<file path="src/rtl/seq_booth_multiplier.sv">
// Iterative radix-2 Booth multiplier: one add/sub-and-shift step per clock,
// signed or unsigned operands, registered 64-bit product with zero/sign flags.
module seq_booth_multiplier #(
    parameter int WIDTH = 32
) (
    input  logic                 clk,
    input  logic                 rst,
    input  logic                 start,
    input  logic                 is_signed,
    input  logic [WIDTH-1:0]     multiplicand,
    input  logic [WIDTH-1:0]     multiplier,
    output logic                 busy,
    output logic                 done,
    output logic [2*WIDTH-1:0]   product,
    output logic                 zero_flag,
    output logic                 sign_flag
);

    localparam logic [1:0] ST_IDLE = 2'd0;
    localparam logic [1:0] ST_RUN  = 2'd1;
    localparam logic [1:0] ST_DONE = 2'd2;
    localparam int         CW      = $clog2(WIDTH + 1);

    logic [1:0]           state_r;
    logic [CW-1:0]        count_r;
    logic [WIDTH+1:0]     acc_r;
    logic [WIDTH+1:0]     mcand_r;
    logic [WIDTH:0]       q_r;
    logic                 q_m1_r;
    logic                 signed_r;

    logic [WIDTH+1:0]     acc_sum_s;
    logic [WIDTH+1:0]     acc_next_s;
    logic [WIDTH:0]       q_next_s;
    logic [2*WIDTH-1:0]   prod_next_s;
    logic [WIDTH+1:0]     ext_mcand_s;
    logic [WIDTH:0]       ext_mplier_s;
    logic                 accept_s;
    logic                 last_step_s;

    // Booth recode of {Q[0],q_m1}, then arithmetic right shift of {A,Q}.
    // A carries a guard bit so A-M cannot overflow for the most negative M.
    always_comb begin
        acc_sum_s = acc_r;
        case ({q_r[0], q_m1_r})
            2'b01:   acc_sum_s = acc_r + mcand_r;
            2'b10:   acc_sum_s = acc_r - mcand_r;
            default: acc_sum_s = acc_r;
        endcase
        acc_next_s   = {acc_sum_s[WIDTH+1], acc_sum_s[WIDTH+1:1]};
        q_next_s     = {acc_sum_s[0], q_r[WIDTH:1]};
        prod_next_s  = {acc_next_s[WIDTH-2:0], q_next_s};
        ext_mcand_s  = {{2{is_signed & multiplicand[WIDTH-1]}}, multiplicand};
        ext_mplier_s = {is_signed & multiplier[WIDTH-1], multiplier};
        accept_s     = start && ((state_r == ST_IDLE) || (state_r == ST_DONE));
        last_step_s  = (count_r == CW'(WIDTH));
    end

    // Control FSM plus registered status/result outputs.
    always_ff @(posedge clk) begin
        if (rst) begin
            state_r   <= ST_IDLE;
            busy      <= 1'b0;
            done      <= 1'b0;
            product   <= '0;
            zero_flag <= 1'b0;
            sign_flag <= 1'b0;
        end else begin
            case (state_r)
                ST_IDLE, ST_DONE: begin
                    done <= 1'b0;
                    if (accept_s) begin
                        state_r <= ST_RUN;
                        busy    <= 1'b1;
                    end else begin
                        state_r <= ST_IDLE;
                        busy    <= 1'b0;
                    end
                end
                ST_RUN: begin
                    if (last_step_s) begin
                        state_r   <= ST_DONE;
                        busy      <= 1'b0;
                        done      <= 1'b1;
                        product   <= prod_next_s;
                        zero_flag <= (prod_next_s == '0);
                        sign_flag <= signed_r & prod_next_s[2*WIDTH-1];
                    end else begin
                        state_r <= ST_RUN;
                        busy    <= 1'b1;
                        done    <= 1'b0;
                    end
                end
                default: begin
                    state_r <= ST_IDLE;
                    busy    <= 1'b0;
                    done    <= 1'b0;
                end
            endcase
        end
    end

    // Iteration datapath: operand capture on accept, one Booth step per RUN cycle.
    always_ff @(posedge clk) begin
        if (rst) begin
            count_r  <= '0;
            acc_r    <= '0;
            mcand_r  <= '0;
            q_r      <= '0;
            q_m1_r   <= 1'b0;
            signed_r <= 1'b0;
        end else if (accept_s) begin
            count_r  <= '0;
            acc_r    <= '0;
            mcand_r  <= ext_mcand_s;
            q_r      <= ext_mplier_s;
            q_m1_r   <= 1'b0;
            signed_r <= is_signed;
        end else if (state_r == ST_RUN) begin
            count_r <= count_r + CW'(1);
            acc_r   <= acc_next_s;
            q_r     <= q_next_s;
            q_m1_r  <= q_r[0];
        end else begin
            count_r <= count_r;
        end
    end

endmodule
</file>
<file path="config.mk">
export PLATFORM = sky130hd
export DESIGN_NAME = seq_booth_multiplier
export DESIGN_NICKNAME = d
export VERILOG_FILES = /design/src/rtl/seq_booth_multiplier.sv
export SDC_FILE = /design/constraint.sdc
export NUM_CORES = 1
export LEC_CHECK = 0
export ABC_CLOCK_PERIOD_IN_PS = 6500
export BUFFER_PORTS_ARGS = -buffer_cell sky130_fd_sc_hd__buf_2
export CAP_MARGIN = 20
export CORE_ASPECT_RATIO = 1.5
export CORE_MARGIN = 2
export CORE_UTILIZATION = 31
export CTS_BUF_LIST = sky130_fd_sc_hd__clkbuf_8 sky130_fd_sc_hd__clkbuf_16
export DETAILED_ROUTE_END_ITERATION = 8
export PLACE_DENSITY = 0.56
export SLEW_MARGIN = 20
export SYNTH_ARGS = -nofsm -noshare
export SYNTH_HDL_FRONTEND = slang
export SYNTH_SLANG_ARGS = --single-unit
export TNS_END_PERCENT = 5
</file>
<file path="constraint.sdc">
create_clock -name clk -period 6.5 [get_ports clk]
set_clock_uncertainty 0.05 [all_clocks]
set_input_delay 0 -clock clk [delete_from_list [all_inputs] [get_ports clk]]
set_output_delay 0 -clock clk [all_outputs]
set_load 0.005 [all_outputs]
</file>
Word-level counts from Yosys, hierarchy flattened. Index checks and enable logic that the tools add are counted.

Register bits: 177. Output and inout port bits: 68. Word-level logic and storage cells: 43.

Add/subtract/negate cells: 3. Equal/unequal tests: 5. Muxes and demuxes: 10. Bitwise logic cells: 4. Reduce and logical (&&, ||, !) cells: 9.

Operators with widths (number): case mux 34 bit (2 select lines) (1); 2-to-1 mux 33 bit (2); logical NOT 64 bit (1); adder 33 x 33 -> 34 bit (1); subtractor 33 x 33 -> 34 bit (1); adder 6 x 1 -> 6 bit, second input constant (1); == test 6 bit, second input constant (1); OR reduction 2 bit (3); == test 2 x 1 -> 1 bit, second input constant (2); == test 2 bit, second input constant (2); 2-to-1 mux 1 bit (4); case mux 2 bit (2 select lines) (1); bitwise AND 1 bit (3); logical NOT 2 bit (1); 2-to-1 mux 2 bit (1); case mux 1 bit (2 select lines) (1); AND reduction 2 bit (1); nonzero test 2 bit (1); logical AND 1 bit (1); logical OR 1 bit (1); inverter 1 bit (1).

Logic depth before layout (Yosys ltp).
Word-level depth: 5. Depth in mapped cells: 18. Mapped depth without buffers: 18.

Worst setup path after synthesis. No wires, ideal clock.

Path type: register -> register. Start point: reg mcand_r[6]. End point: reg acc_r[32] (netlist name). Data arrival time: 3982 ps. Path slack: 2398 ps. Stages on the path, launching flop included: 18. Path buffers: 0. Clock period less this slack: 4102 ps. Path through: dfxtp_1 or4_1 nor3_1 and3_1 nand2_1 nor4_1 a21oi_1 xnor2_1 ha_1 a21oi_1 o21ai_0 and3_1 a21oi_1 o21ai_2 o221ai_2 xnor2_1 or4_1 a21oi_1.

Cells in the longest elaborated chain, start to end: 2. Elaborated cells between the ends (all ways): 3.

Ends and longest elaborated chain: start, declared (RTL line 27) `logic [WIDTH+1:0] mcand_r;`; start signal, assigned (RTL line 115) `mcand_r <= ext_mcand_s;`; subtractor 33 x 33 -> 34 bit / adder 33 x 33 -> 34 bit (equally long branches) (RTL line 47, 46); case mux 34 bit (2 select lines) (*) (RTL line 45) `case ({q_r[0], q_m1_r})`.

Mark *: on every way between the ends. The rest lies on a longest branch, timed or not. A chain may end at the register's enable or synchronous reset.

Worst setup path in the final report.
Start point: reg mcand_r[6]. End point: reg acc_r[32] (netlist name).

Cells in the longest elaborated chain, start to end: 2. Elaborated cells between the ends (all ways): 3.

Ends and longest elaborated chain (RTL line): subtractor 33 x 33 -> 34 bit / adder 33 x 33 -> 34 bit (equally long branches) (47, 46); case mux 34 bit (2 select lines) (*) (45).

Marked as above.

==> flow_metrics.py <==
metrics = {
    "synthesis": {
        "yosysTopAreaCell": "dfxtp_1",
        "syn_inst": 1248,
        "synth_enable_flop_cells": 0,
        "yosys-top-cells-area": "dfxtp_1, nand2_1, a21oi_1",
        "synth_cell_types": 71,
        "synth_top_area_share_pct": 36.8,
        "synth_nets": 1354,
        "synthFlopType": "dfxtp_1",
        "async_flop_share_pct": 0,
        "netlist_area_um2": 9560,
        "yosysSeqAreaShare_pct": 36.8,
        "syn_area_per_cell_um2": 7.66,
        "ys_ff_latch": 176,
        "yosysWarnings": 0,
    },
    "timing": {
        "fin_crit_sh_pct": 74.6,
        "period_needed_ns": 4.85,
        "finalSetupViolCount": 0,
        "fmax_mhz": 206,
        "tightest_slew_ns": 1.07,
        "rsz0062_at_grt": "no",
        "hold_violations": 0,
        "setup_tns_ns": 0,
        "final_max_slew_viol_count": 0,
        "timing.slew.headroom_pct": 28.8,
    },
    "detailed_routing": {
        "routedWlPerCell_um": 17.1,
        "vias": 9443,
        "drtIter0Drc": 541,
        "drt_wl_total_um": 30900,
        "routed_via_density": 5.21,
        "antenna_left": 0,
        "drc_errors": 0,
        "drtPass1Iterations": 5,
    },
    "critical_path": {
        "r2r_cells": 17,
        "cp_slowest_cell": "nor4_1",
        "crit_required_ns": 6.82,
        "max_stage_delay_ns": 0.61,
        "crit_arrival_ns": 5.17,
        "critPathCaptureType": "flop",
        "critPathMostFrequentCell": "a21oi_1",
        "startpoint_type": "flop",
        "cp_max_fo": 6,
        "worstSetupPathType": "reg2reg",
        "path_cells": "or4_1, nor3_1, and3_1, nand2_1, nor4_1, a21oi_1, xnor2_1, ha_1, a21oi_1, o21ai_0, and3_1, a21oi_1, o21ai_2, o221ai_2, xnor2_1, or4_1, a21oi_1",
    },
    "global_routing": {
        "grt_max_degree": 98,
        "grt_pass1_vias": 9151,
        "grtUsageTotal_pct": 19.4,
        "antenna_found_initial": 0,
        "grt_pass1_wl_um": 49200,
        "overflow": 0,
    },
    "floorplan": {
        "die_area_um2": 32300,
        "initial_core_util_pct": 31.5,
        "row_count": 78,
        "die_h_um": 219,
        "io_pins": 136,
        "core_area_um2": 30400,
        "die_w_um": 147,
    },
    "clock_tree": {
        "clk_pin_slew_worst_paths_ns": 0.07,
        "clock_path_buffers": 2,
        "clkSinkCount": 176,
        "htree_levels": 4,
        "hold_buffers": 66,
        "clkLatencyLatePin_ns": 0.46,
        "cts_tree": "done",
        "cts_buffers": 17,
        "clockRootBuffer": "clkbuf_16",
        "post_cts_buffers": 0,
        "cts_resized": 0,
    },
    "layout": {
        "n_fill_cell": 3185,
        "antennaDiodeCount": 0,
        "final_common_cell": "nand2_1",
        "synthToLayoutAreaGrowth_pct": 24.0,
        "fin_util_pct": 39.1,
        "drive_above_1_share_pct": 14.0,
        "final_cell_mix": "nand2_1, dfxtp_1, nor2_1, buf_2, a21oi_1",
        "nNetsFinal": 1505,
    },
    "power": {
        "ir_drop_uv": 217,
        "p_leak_nw": 4.57,
        "powerDensity_nw_per_um2": 260,
    },
    "place": {
        "hpwlAfterDp_um": 22100,
        "port_buffers": 135,
        "place_congestion": 0.919,
    },
    "min_path": {
        "min_path_cells": 2,
        "hold_path.class": "in2reg",
    },
    "run": {
        "maxCapViolCount": 0,
    },
    "status": {
        "status": "finished clean",
    },
}
-- synth_stat cells, types with 10 or more instances --
cell / n
nand2_1: 255
dfxtp_1: 176
nor2_1: 157
a21oi_1: 123
clkbuf_1: 73
a211oi_1: 59
xnor2_1: 41
ha_1: 37
a311oi_1: 32
nor3_1: 29
inv_1: 24
o21ai_0: 21
nor4_1: 15
mux2i_1: 13
a31oi_1: 12
nand4_1: 12
nand3_1: 11
o21a_1: 10
-- worst paths after layout --
check                           slack, ns           to   startpoint
worst min-delay path                 0.06   mcand_r[6]          rst
worst max register to register       1.65    acc_r[32]   mcand_r[6]
worst max-delay path                 1.65    acc_r[32]   mcand_r[6]
worst min register to register       0.40  product[23]  product[23]
-- layout make-up --
cell class / instances / area, µm² / share of cell area [%]
flip-flops and latches: 176 / 3520 / 29.7
inverters: 24 / 90.1 / 0.760
repair buffers: 212 / 1420 / 12.0
multi-input cells: 968 / 5680 / 47.9
clock inverters: 14 / 201 / 1.70
clock buffers: 18 / 439 / 3.70
well taps: 400 / 500 / 4.22
-- metal layers --
layer	up-vias	part of all wire (%)	global-route usage, %
met1	4462	42	22.0
met3	46	3.6	3.58
met5	-	0	0
met2	190	51	35.3
met4	0	3.4	8.78
li1	4745	-	-
-- report_power, final --
part | total [W] | leakage (nW) | switching [W] | internal [W]
clock | 0.00114 | 0.314 | 0.000484 | 0.000661
combinational | 0.000758 | 2.82 | 0.000458 | 0.000299
sequential | 0.00118 | 1.43 | 0.0000557 | 0.00112
-- state kept, by name, indices dropped and copies added (netlist names), 2 cells and up --
signal   cells
product     64
acc_r       33
mcand_r     33
q_r         33
count_r      6
state_r      2
-- logic make-up (layout without fill, tap and decap cells) --
logic type	Yosys count	in the layout	share of synthesized area [%]
adder cells (fa/ha/maj)	38	38	5.05
buffers and inverters	104	268	4.08
XOR/XNOR	50	50	4.58
AO/OA/AOI/OAI	321	321	22.7
AND/OR/NAND/NOR	545	545	25.3
flip-flops	176	176	36.8
multiplexers	14	14	1.48
-- stage by stage --
step,instances,instance area (µm²),total power (W),hold WS [ns],worst slack [ns]
global route,1812,11900,0.00324,0.0846,1.27
detailed placement,1714,10600,0.00193,0.198,1.66
floorplan,1248,9560,0.00173,0.0304,2.40
global placement,1714,10600,0.00192,0.196,1.73
finish,1812,11900,0.00308,0.0583,1.65
CTS,1812,11900,0.00311,0.0370,1.63
-- critical path, delay by kind of cell, from the launching register on --
family          cells  cell delay, ns
simple gates        7            2.42
compound gates      7            1.33
xor+xnor            2            0.27
fa+ha+maj           1            0.34
flops               1            0.36
Note: power is estimated with default switching activity, not from simulation.
